`src/rtl/ctrl_pkg.sv`:
```
// Shared encodings for the multi-cycle MIPS-subset controller: opcodes, FSM states, select codes.
// Pure definitions; no latency, no flow control.
package ctrl_pkg;

  localparam logic [5:0] OP_ADD  = 6'b000000;
  localparam logic [5:0] OP_SUB  = 6'b000001;
  localparam logic [5:0] OP_ADDI = 6'b000010;
  localparam logic [5:0] OP_OR   = 6'b010000;
  localparam logic [5:0] OP_AND  = 6'b010001;
  localparam logic [5:0] OP_ORI  = 6'b010010;
  localparam logic [5:0] OP_SLL  = 6'b011000;
  localparam logic [5:0] OP_SLT  = 6'b100110;
  localparam logic [5:0] OP_SW   = 6'b110000;
  localparam logic [5:0] OP_LW   = 6'b110001;
  localparam logic [5:0] OP_BEQ  = 6'b110100;
  localparam logic [5:0] OP_J    = 6'b111000;
  localparam logic [5:0] OP_JR   = 6'b111001;
  localparam logic [5:0] OP_JAL  = 6'b111010;
  localparam logic [5:0] OP_HALT = 6'b111111;

  // Bit 3 is the halted flag; HALT shares the visible code 001 with ID.
  typedef enum logic [3:0] {
    S_IF     = 4'b0000,
    S_ID     = 4'b0001,
    S_EXE_LS = 4'b0010,
    S_MEM    = 4'b0011,
    S_WB_LD  = 4'b0100,
    S_EXE_BR = 4'b0101,
    S_EXE_AL = 4'b0110,
    S_WB_AL  = 4'b0111,
    S_HALT   = 4'b1001
  } state_t;

  localparam logic [2:0] ALU_ADD = 3'b000;
  localparam logic [2:0] ALU_SUB = 3'b001;
  localparam logic [2:0] ALU_SLL = 3'b010;
  localparam logic [2:0] ALU_OR  = 3'b011;
  localparam logic [2:0] ALU_AND = 3'b100;
  localparam logic [2:0] ALU_SLT = 3'b101;

  localparam logic [1:0] PCSRC_PC4  = 2'b00;
  localparam logic [1:0] PCSRC_BR   = 2'b01;
  localparam logic [1:0] PCSRC_RS   = 2'b10;
  localparam logic [1:0] PCSRC_JUMP = 2'b11;

  localparam logic [1:0] REGDST_RA = 2'b00;
  localparam logic [1:0] REGDST_RT = 2'b01;
  localparam logic [1:0] REGDST_RD = 2'b10;

  typedef struct packed {
    logic       pc_wre;
    logic       ir_wre;
    logic       ins_mem_rw;
    logic       ext_sel;
    logic       alu_src_a;
    logic       alu_src_b;
    logic [2:0] alu_op;
    logic [1:0] reg_dst;
    logic       reg_wre;
    logic       wr_reg_data;
    logic       db_data_src;
    logic       data_mem_rw;
    logic [1:0] pc_src;
  } ctrl_t;

  function automatic logic is_alu_inst(input logic [5:0] op);
    return op inside {OP_ADD, OP_SUB, OP_ADDI, OP_OR, OP_AND, OP_ORI, OP_SLL, OP_SLT};
  endfunction

  function automatic logic is_imm_inst(input logic [5:0] op);
    return op inside {OP_ADDI, OP_ORI};
  endfunction

  // Returns {alu_op, alu_src_a, alu_src_b} for the register/immediate arithmetic group.
  function automatic logic [4:0] alu_fields(input logic [5:0] op);
    logic [4:0] f;
    case (op)
      OP_SUB:  f = {ALU_SUB, 1'b0, 1'b0};
      OP_ADDI: f = {ALU_ADD, 1'b0, 1'b1};
      OP_OR:   f = {ALU_OR,  1'b0, 1'b0};
      OP_AND:  f = {ALU_AND, 1'b0, 1'b0};
      OP_ORI:  f = {ALU_OR,  1'b0, 1'b1};
      OP_SLL:  f = {ALU_SLL, 1'b1, 1'b0};
      OP_SLT:  f = {ALU_SLT, 1'b0, 1'b0};
      default: f = {ALU_ADD, 1'b0, 1'b0};
    endcase
    return f;
  endfunction

endpackage

```
`src/rtl/ctrl_decode.sv`:
```
// Combinational decode of (state, opcode, zero) into datapath strobes and next state.
// Zero latency; no flow control.
module ctrl_decode
  import ctrl_pkg::*;
(
  input  state_t     i_state,
  input  logic [5:0] i_opcode,
  input  logic       i_zero,
  output ctrl_t      o_ctrl,
  output state_t     o_next
);

  always_comb begin
    o_ctrl         = '0;
    o_ctrl.ext_sel = (i_opcode != OP_ORI);
    o_next         = i_state;

    case (i_state)
      S_IF: begin
        o_ctrl.ins_mem_rw = 1'b1;
        o_ctrl.ir_wre     = 1'b1;
        o_next            = S_ID;
      end
      S_ID: begin
        if (is_alu_inst(i_opcode)) begin
          o_next = S_EXE_AL;
        end else begin
          case (i_opcode)
            OP_BEQ:       o_next = S_EXE_BR;
            OP_LW, OP_SW: o_next = S_EXE_LS;
            OP_HALT:      o_next = S_HALT;
            OP_J: begin
              o_ctrl.pc_src = PCSRC_JUMP;
              o_ctrl.pc_wre = 1'b1;
              o_next        = S_IF;
            end
            OP_JR: begin
              o_ctrl.pc_src = PCSRC_RS;
              o_ctrl.pc_wre = 1'b1;
              o_next        = S_IF;
            end
            OP_JAL: begin
              o_ctrl.pc_src      = PCSRC_JUMP;
              o_ctrl.reg_dst     = REGDST_RA;
              o_ctrl.wr_reg_data = 1'b0;
              o_ctrl.reg_wre     = 1'b1;
              o_ctrl.pc_wre      = 1'b1;
              o_next             = S_IF;
            end
            // Unknown opcodes retire as a NOP so the PC keeps moving.
            default: begin
              o_ctrl.pc_src = PCSRC_PC4;
              o_ctrl.pc_wre = 1'b1;
              o_next        = S_IF;
            end
          endcase
        end
      end
      S_EXE_AL: begin
        {o_ctrl.alu_op, o_ctrl.alu_src_a, o_ctrl.alu_src_b} = alu_fields(i_opcode);
        o_next = S_WB_AL;
      end
      S_WB_AL: begin
        // ALU controls stay asserted so the result is stable while it is written back.
        {o_ctrl.alu_op, o_ctrl.alu_src_a, o_ctrl.alu_src_b} = alu_fields(i_opcode);
        o_ctrl.reg_wre     = 1'b1;
        o_ctrl.wr_reg_data = 1'b1;
        o_ctrl.reg_dst     = is_imm_inst(i_opcode) ? REGDST_RT : REGDST_RD;
        o_ctrl.pc_src      = PCSRC_PC4;
        o_ctrl.pc_wre      = 1'b1;
        o_next             = S_IF;
      end
      S_EXE_BR: begin
        o_ctrl.alu_op = ALU_SUB;
        o_ctrl.pc_src = i_zero ? PCSRC_BR : PCSRC_PC4;
        o_ctrl.pc_wre = 1'b1;
        o_next        = S_IF;
      end
      S_EXE_LS: begin
        o_ctrl.alu_op    = ALU_ADD;
        o_ctrl.alu_src_b = 1'b1;
        o_next           = S_MEM;
      end
      S_MEM: begin
        if (i_opcode == OP_SW) begin
          o_ctrl.data_mem_rw = 1'b1;
          o_ctrl.pc_wre      = 1'b1;
          o_next             = S_IF;
        end else begin
          o_next = S_WB_LD;
        end
      end
      S_WB_LD: begin
        o_ctrl.reg_wre     = 1'b1;
        o_ctrl.db_data_src = 1'b1;
        o_ctrl.wr_reg_data = 1'b1;
        o_ctrl.reg_dst     = REGDST_RT;
        o_ctrl.pc_wre      = 1'b1;
        o_next             = S_IF;
      end
      S_HALT:  o_next = S_HALT;
      default: o_next = S_IF;
    endcase
  end

endmodule

```
`src/rtl/multi_cycle_ctrl.sv`:
```
// Multi-cycle control unit: IF/ID/EXE/MEM/WB sequencing plus retired-instruction counter.
// Latency j/jr/jal 2, beq 3, ALU and sw 4, lw 5 cycles; never stalls, HALT holds until reset.
module multi_cycle_ctrl
  import ctrl_pkg::*;
#(
  parameter int CNT_W = 32
) (
  input  logic             CLK,
  input  logic             Reset,
  input  logic [5:0]       opcode,
  input  logic             zero,
  output logic             PCWre,
  output logic             IRWre,
  output logic             InsMemRW,
  output logic             ExtSel,
  output logic             ALUSrcA,
  output logic             ALUSrcB,
  output logic [2:0]       ALUOp,
  output logic [1:0]       RegDst,
  output logic             RegWre,
  output logic             WrRegData,
  output logic             DBDataSrc,
  output logic             DataMemRW,
  output logic [1:0]       PCSrc,
  output logic [2:0]       state,
  output logic             halted,
  output logic [CNT_W-1:0] instret
);

  state_t           r_state;
  logic [CNT_W-1:0] r_instret;
  state_t           w_next;
  ctrl_t            w_ctrl;
  ctrl_t            w_out;

  ctrl_decode u_decode (
    .i_state  (r_state),
    .i_opcode (opcode),
    .i_zero   (zero),
    .o_ctrl   (w_ctrl),
    .o_next   (w_next)
  );

  always_ff @(posedge CLK or negedge Reset) begin
    if (!Reset) begin
      r_state   <= S_IF;
      r_instret <= '0;
    end else begin
      r_state <= w_next;
      if (w_ctrl.pc_wre)
        r_instret <= r_instret + CNT_W'(1);
    end
  end

  // Strobes are muted while reset is held so a mid-instruction reset commits nothing.
  assign w_out = Reset ? w_ctrl : '0;

  assign PCWre     = w_out.pc_wre;
  assign IRWre     = w_out.ir_wre;
  assign InsMemRW  = w_out.ins_mem_rw;
  assign ExtSel    = w_out.ext_sel;
  assign ALUSrcA   = w_out.alu_src_a;
  assign ALUSrcB   = w_out.alu_src_b;
  assign ALUOp     = w_out.alu_op;
  assign RegDst    = w_out.reg_dst;
  assign RegWre    = w_out.reg_wre;
  assign WrRegData = w_out.wr_reg_data;
  assign DBDataSrc = w_out.db_data_src;
  assign DataMemRW = w_out.data_mem_rw;
  assign PCSrc     = w_out.pc_src;
  assign state     = r_state[2:0];
  assign halted    = r_state[3];
  assign instret   = r_instret;

endmodule

```
`config.mk`:
```
export PLATFORM = sky130hd
export DESIGN_NAME = multi_cycle_ctrl
export DESIGN_NICKNAME = d
export VERILOG_FILES = /design/src/rtl/ctrl_pkg.sv /design/src/rtl/ctrl_decode.sv /design/src/rtl/multi_cycle_ctrl.sv
export SDC_FILE = /design/constraint.sdc
export NUM_CORES = 1
export LEC_CHECK = 0
export CORE_MARGIN = 10
export CORE_UTILIZATION = 43
export DETAILED_ROUTE_END_ITERATION = 10
export HOLD_SLACK_MARGIN = 0.1
export PLACE_DENSITY = 0.77
export SYNTH_ARGS = -nofsm -noshare
export SYNTH_HDL_FRONTEND = slang
export SYNTH_SLANG_ARGS = --single-unit
```
`constraint.sdc`:
```
create_clock -name CLK -period 1.9 [get_ports CLK]
set_clock_uncertainty 0.1 [all_clocks]
set_input_delay 0.19 -clock CLK [delete_from_list [all_inputs] [get_ports CLK]]
set_output_delay 0.19 -clock CLK [all_outputs]
set_load 0.02 [all_outputs]
```
* Word level (Yosys, flattened, before mapping) *
Cells that the tools add are included.

word-level totals
  register bits after elaboration = 36
  output and inout bits = 53
  word-level logic and storage cells = 59

cells by class
  add/sub/neg operators = 1
  equality and inequality tests = 23
  muxes and demuxes = 24
  reduce and logical (&&, ||, !) cells = 9

operators with widths
  operator                                               number
  equality test 6 bit, second input constant             8
  case mux 5 bit (7 select lines)                        1
  adder 32 x 1 -> 32 bit, second input constant          1
  equality test 6 x 5 -> 1 bit, second input constant    4
  case mux 4 bit (3 select lines)                        2
  case mux 4 bit (6 select lines)                        1
  2-to-1 mux 17 bit                                      1
  equality test 4 x 3 -> 1 bit, second input constant    4
  equality test 4 x 2 -> 1 bit, second input constant    2
  2-to-1 mux 2 bit                                       4
  2-to-1 mux 4 bit                                       2
  case mux 2 bit (2 select lines)                        2
  nonzero test 8 bit                                     1
  2-to-1 mux 1 bit                                       7
  equality test 6 x 1 -> 1 bit, second input constant    1
  equality test 6 x 2 -> 1 bit, second input constant    1
  zero test 6 bit                                        1
  inequality test 6 x 5 -> 1 bit, second input constant  1
  case mux 3 bit (2 select lines)                        1
  OR reduction 2 bit                                     3
  equality test 4 x 1 -> 1 bit, second input constant    1
  equality test 4 bit, second input constant             1
  zero test 4 bit                                        1
  OR reduction 4 bit                                     1
  5 further kinds                                        5

* Logic depth before layout (Yosys ltp) *
Gate-level depths: netlist of run 1.

  depth after elaboration = 6
  depth in mapped cells = 8
  gate-level depth less buffers = 7

* By module *
A second synthesis of run 1 with hierarchy kept.

unflattened totals
  cells, all modules = 238
  area, all modules = 2213.4 µm²

by module, submodules not included
  module            times used  cells an instance  area each (µm²)  seq. area each (µm²)
  multi_cycle_ctrl  1           150                1665.3           900.9
  ctrl_decode       1           88                 548.0            0.0

* Worst setup path before layout of run 1 *
OpenSTA, ideal clock, no wires.

  kind = register to register
  start = reg r_state[1]
  end = reg r_instret[8], in the netlist instret[8]
  arrival time = 1995 ps
  required time = 1670 ps
  slack = -325 ps
  stages on the path, launching flop included = 7
  buffers on the path = 0
  period minus slack after synthesis = 2225 ps
  path through = dfrtp_1 > or3b_1 > nor2_1 > o21ai_0 > o32a_1 > or4b_4 > xnor2_2

between the ends
  cells in the longest elaborated chain, start to end = 3

ends and longest elaborated chain
  item                                 line                    source
  start: declaration                   multi_cycle_ctrl.sv:30  state_t r_state;
  start signal: assignment             multi_cycle_ctrl.sv:49  r_state <= w_next;
  equality test 4 x 3 -> 1 bit         ctrl_decode.sv:18       case (i_state)
  OR reduction 3 bit (no source line)  --
  case mux 1 bit (3 select lines) (*)  ctrl_decode.sv:18
  end signal: assignment               multi_cycle_ctrl.sv:51  r_instret <= r_instret + CNT_W'(1);
  end: declaration                     multi_cycle_ctrl.sv:31  logic [CNT_W-1:0] r_instret;

Mark *: on every way between the ends. The rest lies on a longest branch, timed or not.
A chain may end at the register's enable or synchronous reset.

* Final worst setup path of run 1 *
Same ends and word-level chain as after synthesis.

==> metrics.yaml, run 1 <==
placed_design:
  detailed_place.area_um2: 3230
  io_buffers: 61
  hpwl_um: 5000
  gp_congestion: 0.850
worst_setup_path:
  cp.required_ps: 1990
  r2r_cells: 6
  r2r_setup_slack_ps: -290
  r2r-end: "instret[8]$_DFFE_PN0P_"
  crit_arrival_ps: 2270
  crit_chain: "or3b_4 > nor2_4 > o21ai_2 > o32a_1 > or4b_4 > xnor2_2"
  cpMaxStageDelayCell: "or4b_4"
  r2r-start: "r_state[1]$_DFF_PN0_"
  slowest_delay_ps: 530
  path_class: "reg -> reg"
  cp_max_fo: 3
  end_kind: "flip-flop"
  cp-start-kind: "flip-flop"
  cp_top_family: "simple AND/OR/NAND/NOR gates"
  critical_path_buf_inv_count: 0
synth:
  ys_types: 46
  synth_fp_nets: 241
  ys_seq_area_share_pct: 42.4
  ys_ff_latch: 36
  synth_cells: 231
  async_reset_ff_share_pct: 100
  synth_flop_cell: "dfrtp_1"
  syn_area_um2: 2130
  synth_area_per_cell_um2: 9.21
  synth-edff-count: 0
  ys_warn_count: 0
timing:
  worst_pin_slew_ps: 677
  fmax_mhz: 457
  finalSetupViolCount: 35
  setup_ws_ps: -287
  relSlewSlack_pct: 54.8
  drv_slew: 0
  hold_violations: 0
  hold_ws_ps: 378
  min_period_over_period_pct: 115
  rsz0062_at_grt: "true"
  fin_crit_ps: 2190
clock_tree:
  htreeDepth: 2
  clockBufferDepth: 2
  clock_latency_ps: 300
  cts_tree: "done"
  cts_sinks: 36
  numCtsBuffers: 5
  cts-root-buf: "clkbuf_8"
  clk_pin_slew_worst_paths_ps: 80
die:
  core.rowCount: 25
  coreArea_um2: 4750
  die_w_um: 90.3
  ios: 62
  dieArea_um2: 8160
  die_h_um: 90.3
  initial_core_util_pct: 44.7
global_route:
  antenna_found_initial: 0
  track_usage_pct: 17.4
  grt_max_degree: 23
  grt_pass1_wl_um: 11800
  grt_overflow: 0
  grt_pass1_vias: 2310
min_path:
  hold_end: "instret[31]$_DFFE_PN0P_"
  worstHoldStart: "instret[31]$_DFFE_PN0P_"
  hold_class: "reg -> reg"
  min_path_cells: 1
finish:
  syn_to_final_growth_pct: 68.0
  drive_gt1_share_pct: 39.0
  antenna_cells: 0
  nets: 363
  final_core_util_pct: 75.2
  finish.instance_area_um2: 3570
run_status:
  violations: "setup timing"
  status: "finished with violations"
detailed_routing:
  viasPerCell: 5.45
  drtPass1Iterations: 4
  vias: 2294
  drc: 0
  drt_iter0_markers: 169
  postRouteWirelength_um: 7800
  wl_per_cell_um: 18.5
  ant_nets: 0
pwr:
  internal_power_mw: 2.12
  powerDensity_nw_per_um2: 1000
  clkPwrFrac_pct: 16.4
  combPwrFrac_pct: 57.6
  switchingPower_mw: 1.46
  p_leak_nw: 1.64
  p_seq_share_pct: 26.0
  p_sw_share_pct: 40.9
  ir_worst_vdd_mv: 0.620
run:
  cap_violations: 0
placed cells by master, fill, tap and decap left out, drive strengths merged, types with 2 or more instances in the layout:
master and instances:
clkdlybuf4s15 3, nand2b 3, nor3b 2, nor4 4, nand2 20, a41oi 2, nor2b 3, xor2 9
dlygate4sd2 5, nor4b 2, or2 4, mux2i 2, nand3 13, nand3b 2, o32ai 3, a21boi 2
o21ai 4, xnor2 23, nor2 23, and3 6, inv 4, clkbuf 7, nor3 10, a21oi 9
dfrtp 36, clkdlybuf4s50 37, nand4 16, buf 82
sequential cells by signal, summed over array words and instances, names as in the netlist:
register  flops
r_state       4
instret      32
area by class of cell:
class / count / area [um2]
clock buffers: 7 / 86.3
clock inverters: 1 / 7.51
fillers: 312 / 1180
inverters: 4 / 15.0
multi-input cells: 177 / 1360
flip-flops and latches: 36 / 911
well taps: 67 / 83.8
repair buffers: 129 / 1110
worst max-delay path by stage:
stage                               from                       to  slack, ps  cells after the start
CTS                 r_state[1]$_DFF_PN0_   instret[8]$_DFFE_PN0P_       -200                      6
global placement               opcode[5]                    PCWre       -700                      7
floorplan           r_state[2]$_DFF_PN0_   instret[8]$_DFFE_PN0P_       -170                      6
detailed placement             opcode[2]  instret[19]$_DFFE_PN0P_       -730                     10
global route        r_state[1]$_DFF_PN0_   instret[8]$_DFFE_PN0P_       -320                      6
finish              r_state[1]$_DFF_PN0_   instret[8]$_DFFE_PN0P_       -290                      6
Yosys cell counts, types with 4 or more instances:
| cell type | count | area, um2 |
|---|---|---|
| buf_2 | 6 | 30.0 |
| clkbuf_1 | 5 | 18.8 |
| xor2_1 | 9 | 78.8 |
| nor3_1 | 10 | 50.1 |
| inv_1 | 4 | 15.0 |
| nand2_1 | 20 | 75.1 |
| and3_1 | 6 | 37.5 |
| xnor2_1 | 22 | 193 |
| nand4_1 | 16 | 100 |
| nor2_1 | 23 | 86.3 |
| o21ai_0 | 4 | 20.0 |
| a21oi_1 | 9 | 45.0 |
| dfrtp_1 | 36 | 901 |
| nand3_1 | 13 | 65.1 |
logic make-up (layout without fill, tap and decap cells):
family	after synthesis	count (layout)	synth area share [%]
flops	36	36	42.4
fa+ha+maj	1	1	0.588
mux	2	2	0.941
xor+xnor	32	32	13.5
buf+inv	18	141	4.23
simple gates	114	114	29.4
compound gates	28	28	8.94
metal layers:
metal	share of wire (%)	track usage, %	up-vias
li1	-	-	1064
met1	41	20.1	1122
met2	51	29.8	88
met3	5.8	5.24	20
met4	2.3	5.57	0
met5	0	0	-
per-stage QoR:
stage,instances,worst slack [ps],setup TNS (ps),power [mW]
global route,421,-320,-5400,3.74
floorplan,231,-169,-328,1.77
finish,421,-287,-3160,3.58
detailed placement,401,-732,-23790,2.49
CTS,414,-196,-2650,3.28
global placement,401,-703,-22240,2.45
worst register-to-register path, stage by stage, from the launching register on:
cell	delay [ps]
dfrtp_2	420
or3b_4	420
nor2_4	110
o21ai_2	90
o32a_1	260
or4b_4	530
xnor2_2	150
power groups by stage:
stage          clock network [mW]  registers, mW  logic [mW]
3_3_place_gp                    0          0.923        1.53
5_1_grt                     0.622          0.939        2.18
4_1_cts                     0.588          0.913        1.78
3_5_place_dp                    0          0.928        1.56
2_1_floorplan                   0           1.09       0.685
6_report                    0.587          0.932        2.06
what timing repair did:
item / CTS / global route
endpoints found under the hold margin: 14 / 0
hold buffers: 2 / 0
resized for setup: 107 / 26
setup buffers: 3 / 9
pin swaps: 20 / 17
setup endpoints to repair: 49 / 48
gates cloned: 0 / 1
(Power assumes the default switching activity.)
==> inputs of run 2 (changes only) <==
CTS_CLUSTER_DIAMETER = 120   (was default)
PLACE_DENSITY = 0.84   (was 0.77)
==> metrics.yaml, run 2 (synthesis results as in run 1) <==
run_status:
  status: "finished with violations"
  violations: "setup timing"
pwr:
  power_mw: 3.25  # -9.2%
  ir_worst_vdd_mv: 0.658  # +6.0%
  powerDensity_nw_per_um2: 966  # -3.6%
  p_leak_nw: 1.51  # -7.7%
worst_setup_path:
  crit_arrival_ps: 2190  # -80 ps
  cp-start-kind: "flip-flop"
  cp_max_fo: 4  # +1
  cp-startpoint: "r_state[1]$_DFF_PN0_"
  end_kind: "flip-flop"
  r2r-start: "r_state[1]$_DFF_PN0_"
  path_class: "reg -> reg"
  cp.required_ps: 1990  # about the same
clock_tree:
  clk_pin_slew_worst_paths_ps: 80  # about the same
  clock_latency_ps: 300  # about the same
  htreeDepth: 2  # unchanged
  clockBufferDepth: 2  # unchanged
  cts_tree: "done"
  cts_sinks: 36  # unchanged
  cts-root-buf: "clkbuf_8"
  numCtsBuffers: 5  # unchanged
detailed_routing:
  wl_per_cell_um: 17.5  # -5.5%
  drc: 0  # unchanged
  ant_nets: 0  # unchanged
  vias: 2262  # -1.4%
  postRouteWirelength_um: 7110  # -8.8%
  drtPass1Iterations: 4  # unchanged
  drt_iter0_markers: 164  # -3.0%
  viasPerCell: 5.57  # +2.2%
timing:
  drv_slew: 0  # unchanged
  rsz0062_at_grt: "true"
  setup_ws_ps: -199  # +88.7 ps
  worst_pin_slew_ps: 479  # -198 ps
  hold_violations: 0  # unchanged
  relSlewSlack_pct: 67.9  # +13 points
  min_period_over_period_pct: 110  # -4.7 points
  fin_crit_ps: 2100  # -88.7 ps
  finalSetupViolCount: 22  # -37%
  fmax_mhz: 476  # +4.2%
die:
  coreArea_um2: 4750  # unchanged
  die_w_um: 90.3  # unchanged
  die_h_um: 90.3  # unchanged
  initial_core_util_pct: 44.7  # unchanged
  ios: 62  # unchanged
  dieArea_um2: 8160  # unchanged
  core.rowCount: 25  # unchanged
placed_design:
  io_buffers: 61  # unchanged
  gp_congestion: 0.906  # +6.7%
  hpwl_um: 4840  # -3.2%
global_route:
  grt_overflow: 0  # unchanged
  grt_pass1_wl_um: 11600  # -2.0%
  antenna_found_initial: 0  # unchanged
  grt_max_degree: 28  # +22%
  track_usage_pct: 16.8  # -0.57 points
  grt_pass1_vias: 2300  # -0.43%
finish:
  largest_reg_flops: 32  # unchanged
  mostFrequentLayoutCell: "buf_4"
  syn_to_final_growth_pct: 58.2
  antenna_cells: 0  # unchanged
  nets: 348  # -4.1%
  drive_gt1_share_pct: 36.3  # -2.7 points
  final_cell_mix: "buf_4 (56), clkdlybuf4s50_1 (37), dfrtp_1 (28)"
  final_core_util_pct: 70.8  # -4.4 points
run:
  cap_violations: 0  # unchanged
min_path:
  hold_class: "reg -> reg"
  worstHoldStart: "instret[31]$_DFFE_PN0P_"
[run 2: cell count changes in the layout (fill, tap and decap cells not counted), sizes merged]
cell / previous run / this run
buf: 82 / 70
bufinv: 0 / 1
clkbuf: 7 / 6
clkdlybuf4s15: 3 / 1
clkinv: 0 / 1
dlygate4sd2: 5 / 4
dlymetal6s4s: 1 / 0
[run 2: worst paths after layout]
| kind | endpoint | depth (start not counted) | slack [ps] |
|---|---|---|---|
| worst max-delay path | instret[8]$_DFFE_PN0P_ | 6 | -200 |
| worst min-delay path | instret[31]$_DFFE_PN0P_ | 1 | 380 |
| worst min register to register | instret[31]$_DFFE_PN0P_ | 1 | 380 |
| max in group asynchronous | instret[0]$_DFFE_PN0P_ | 4 | 530 |
| min in group asynchronous | r_state[1]$_DFF_PN0_ | 3 | 410 |
| worst max register to register | instret[8]$_DFFE_PN0P_ | 6 | -200 |
[run 2: worst max-delay path, cell delays in order (launching register included)]
cell,delay [ps]
dfrtp_2,400
or3b_4,440
nor2_4,100
o21ai_2,70
o32a_1,230
or4b_4,510
xnor2_2,140
[run 2: metal layers]
layer,GRT usage [%],vias to the layer above,part of all wire [%]
met3,3.66,15,4.6
met2,28.8,75,53
met5,0,-,0
li1,-,1032,-
met1,19.8,1140,40
met4,6.90,0,2.3
[run 2: cell type report]
| type | count | area [um2] |
|---|---|---|
| clock inverter | 3 | 42.5 |
| inverter | 4 | 15.0 |
| multi-input combinational | 177 | 1300 |
| clock buffer | 5 | 68.8 |
| fill | 338 | 1390 |
| tap | 67 | 83.8 |
| sequential | 36 | 911 |
| timing repair buffer | 114 | 941 |
[run 2: timing repair]
item                                    in CTS  in global routing
endpoints found under the hold margin       36                  0
pin swaps                                   14                 10
hold buffers                                 1                  0
setup buffers                                2                  1
endpoints found under the setup margin      50                 44
cloned                                       0                  0
gates resized for setup                     95                 18
[run 2: through the flow]
step                      cell area, um2  setup WS, ps  setup TNS, ps  hold slack [ps]  std cells
after floorplan                     2190          -169           -328             -206        231
after global placement              3190          -689         -20900             42.7        395
after detailed placement            3190          -720         -22920             42.1        395
after CTS                           3350          -190          -1650              375        405
after global routing                3360          -231          -3370              403        406
final                               3360          -199          -1580              375        406
[run 2: where the power goes]
part           internal [mW]  switching (mW)
Clock                  0.388           0.286
Combinational          0.722           0.936
Sequential             0.870          0.0487
Total                   1.98            1.27
==> inputs of run 3 (changes only) <==
CORE_UTILIZATION = 47   (was 43)
PLACE_DENSITY = 0.86   (was 0.84)
SLEW_MARGIN = 0   (was default)
clock period = 2 ns   (was 1.9 ns; I/O delays follow)
==> metrics.yaml, run 3 (synthesis results as in run 1) <==
detailed_routing:
  ant_nets: 0  # unchanged
  postRouteWirelength_um: 7730  # +8.6%
  wl_per_cell_um: 19.9  # +13%
  drtPass1Iterations: 4  # unchanged
  vias: 2272  # +0.44%
  drt_iter0_markers: 197  # +20%
  drc: 0  # unchanged
  viasPerCell: 5.84  # +4.8%
timing:
  setup_ws_ps: -146  # +52.5 ps
  finalSetupViolCount: 13  # -41%
  fin_crit_ps: 2150  # +47.5 ps
  worst_pin_slew_ps: 416  # -63.0 ps
  hold_violations: 0  # unchanged
  fmax_mhz: 466  # -2.2%
  relSlewSlack_pct: 72.2  # +4.3 points
  rsz0062_at_grt: "true"
  min_period_over_period_pct: 107  # -3.1 points
  drv_slew: 0  # unchanged
finish:
  final_cell_mix: "buf_4 (49), clkdlybuf4s50_1 (37), dfrtp_1 (33)"
  nets: 346  # -0.57%
  largest_reg_flops: 32  # unchanged
  syn_to_final_growth_pct: 58.6
  mostFrequentLayoutCell: "buf_4"
  finish.instance_area_um2: 3370  # +0.26%
  final.fill_count: 276  # -18%
  drive_gt1_share_pct: 35.6  # -0.67 points
  antenna_cells: 0  # unchanged
  final_core_util_pct: 77.5  # +6.7 points
worst_setup_path:
  path_class: "reg -> reg"
  cp-start-kind: "flip-flop"
  end_kind: "flip-flop"
  cp_max_fo: 3  # -1
  r2r_cells: 6  # unchanged
  cp.required_ps: 2080  # +90 ps
  crit_arrival_ps: 2220  # +30 ps
min_path:
  hold_class: "in -> async"
pwr:
  p_seq_share_pct: 29.0  # +0.7 points
  power_mw: 3.06  # -5.9%
  powerDensity_nw_per_um2: 907  # -6.1%
  switchingPower_mw: 1.24  # -2.5%
  p_leak_nw: 1.52  # +0.35%
  clkPwrFrac_pct: 18.9  # -1.8 points
  ir_worst_vdd_mv: 0.664  # +1.0%
  internal_power_mw: 1.82  # -8.0%
  combPwrFrac_pct: 52.1  # +1.1 points
  p_sw_share_pct: 40.5  # +1.4 points
global_route:
  grt_max_degree: 34  # +21%
  grt_overflow: 0  # unchanged
  grt_pass1_wl_um: 11600  # about the same
  track_usage_pct: 18.8  # +2.0 points
  grt_pass1_vias: 2338  # +1.7%
  antenna_found_initial: 0  # unchanged
run_status:
  violations: "setup timing"
  status: "finished with violations"
clock_tree:
  clockBufferDepth: 2  # unchanged
  htreeDepth: 2  # unchanged
  cts_tree: "done"
  clk_pin_slew_worst_paths_ps: 70  # about the same
  cts_sinks: 36  # unchanged
  numCtsBuffers: 5  # unchanged
  clock_latency_ps: 290  # about the same
  cts-root-buf: "clkbuf_8"
placed_design:
  gp_congestion: 0.867  # -4.4%
  io_buffers: 61  # unchanged
  hpwl_um: 4970  # +2.5%
  detailed_place.area_um2: 3100  # -2.7%
die:
  die_h_um: 87.3  # -3.4%
  dieArea_um2: 7620  # -6.7%
  die_w_um: 87.3  # -3.4%
  coreArea_um2: 4350  # -8.4%
  core.rowCount: 24  # -4.0%
  initial_core_util_pct: 48.9  # +4.1 points
  ios: 62  # unchanged
run:
  cap_violations: 0  # unchanged
[run 3: stage by stage]
step	TNS (ps)	cells	hold WS, ps	setup slack (ps)
floorplan	-69.0	231	-196	-69.0
global placement	-15490	376	28.7	-598
detailed placement	-18750	376	30.9	-681
CTS	-280	388	276	-132
global route	-2090	389	281	-196
finish	-795	389	277	-146
[run 3: what timing repair did]
item                                    4_1_cts  5_1_grt
hold endpoints to repair                     36        0
endpoints found under the setup margin       47       41
pin swaps                                     9       12
gates resized for setup                      90       33
buffers inserted                              3        1
hold buffers                                  1        0
[run 3: path summary, 6_finish.rpt]
| check | from | end | slack, ps |
|---|---|---|---|
| max in group asynchronous | Reset | instret[17]$_DFFE_PN0P_ | 910 |
| setup / recovery | r_state[1]$_DFF_PN0_ | instret[8]$_DFFE_PN0P_ | -150 |
| hold / removal | Reset | r_state[1]$_DFF_PN0_ | 280 |
| min in group CLK | instret[27]$_DFFE_PN0P_ | instret[27]$_DFFE_PN0P_ | 390 |
| setup reg to reg | r_state[1]$_DFF_PN0_ | instret[8]$_DFFE_PN0P_ | -150 |
| hold reg to reg | instret[27]$_DFFE_PN0P_ | instret[27]$_DFFE_PN0P_ | 390 |
[run 3: power groups by stage]
stage	Sequential (mW)	Combinational [mW]	Clock (mW)
finish	0.888	1.59	0.580
global route	0.895	1.69	0.633
CTS	0.878	1.45	0.573
detailed placement	0.888	1.40	0
global placement	0.882	1.37	0
floorplan	1.02	0.625	0
[run 3: layout make-up]
cell class	instances	area, um2	area share (%)
clock buffer	8	100	2.97
inverter	4	15.0	0.445
multi-input combinational	177	1340	39.6
sequential	36	905	26.8
tap	52	65.1	1.93
timing repair buffer	112	952	28.2
[run 3: worst max-delay path: stages, from the launching register on]
cell	delay (ps)
dfrtp_2	420
or3b_4	420
nor2_4	110
o21ai_2	80
o32a_1	230
or4b_4	520
xnor2_2	140
[run 3: per-layer routing]
metal,track usage [%],vias up,routed length (um)
met5,0,-,0
met4,7.83,0,206
met3,4.96,23,352
met2,32.0,74,4110
met1,21.6,1147,3060
li1,-,1028,-
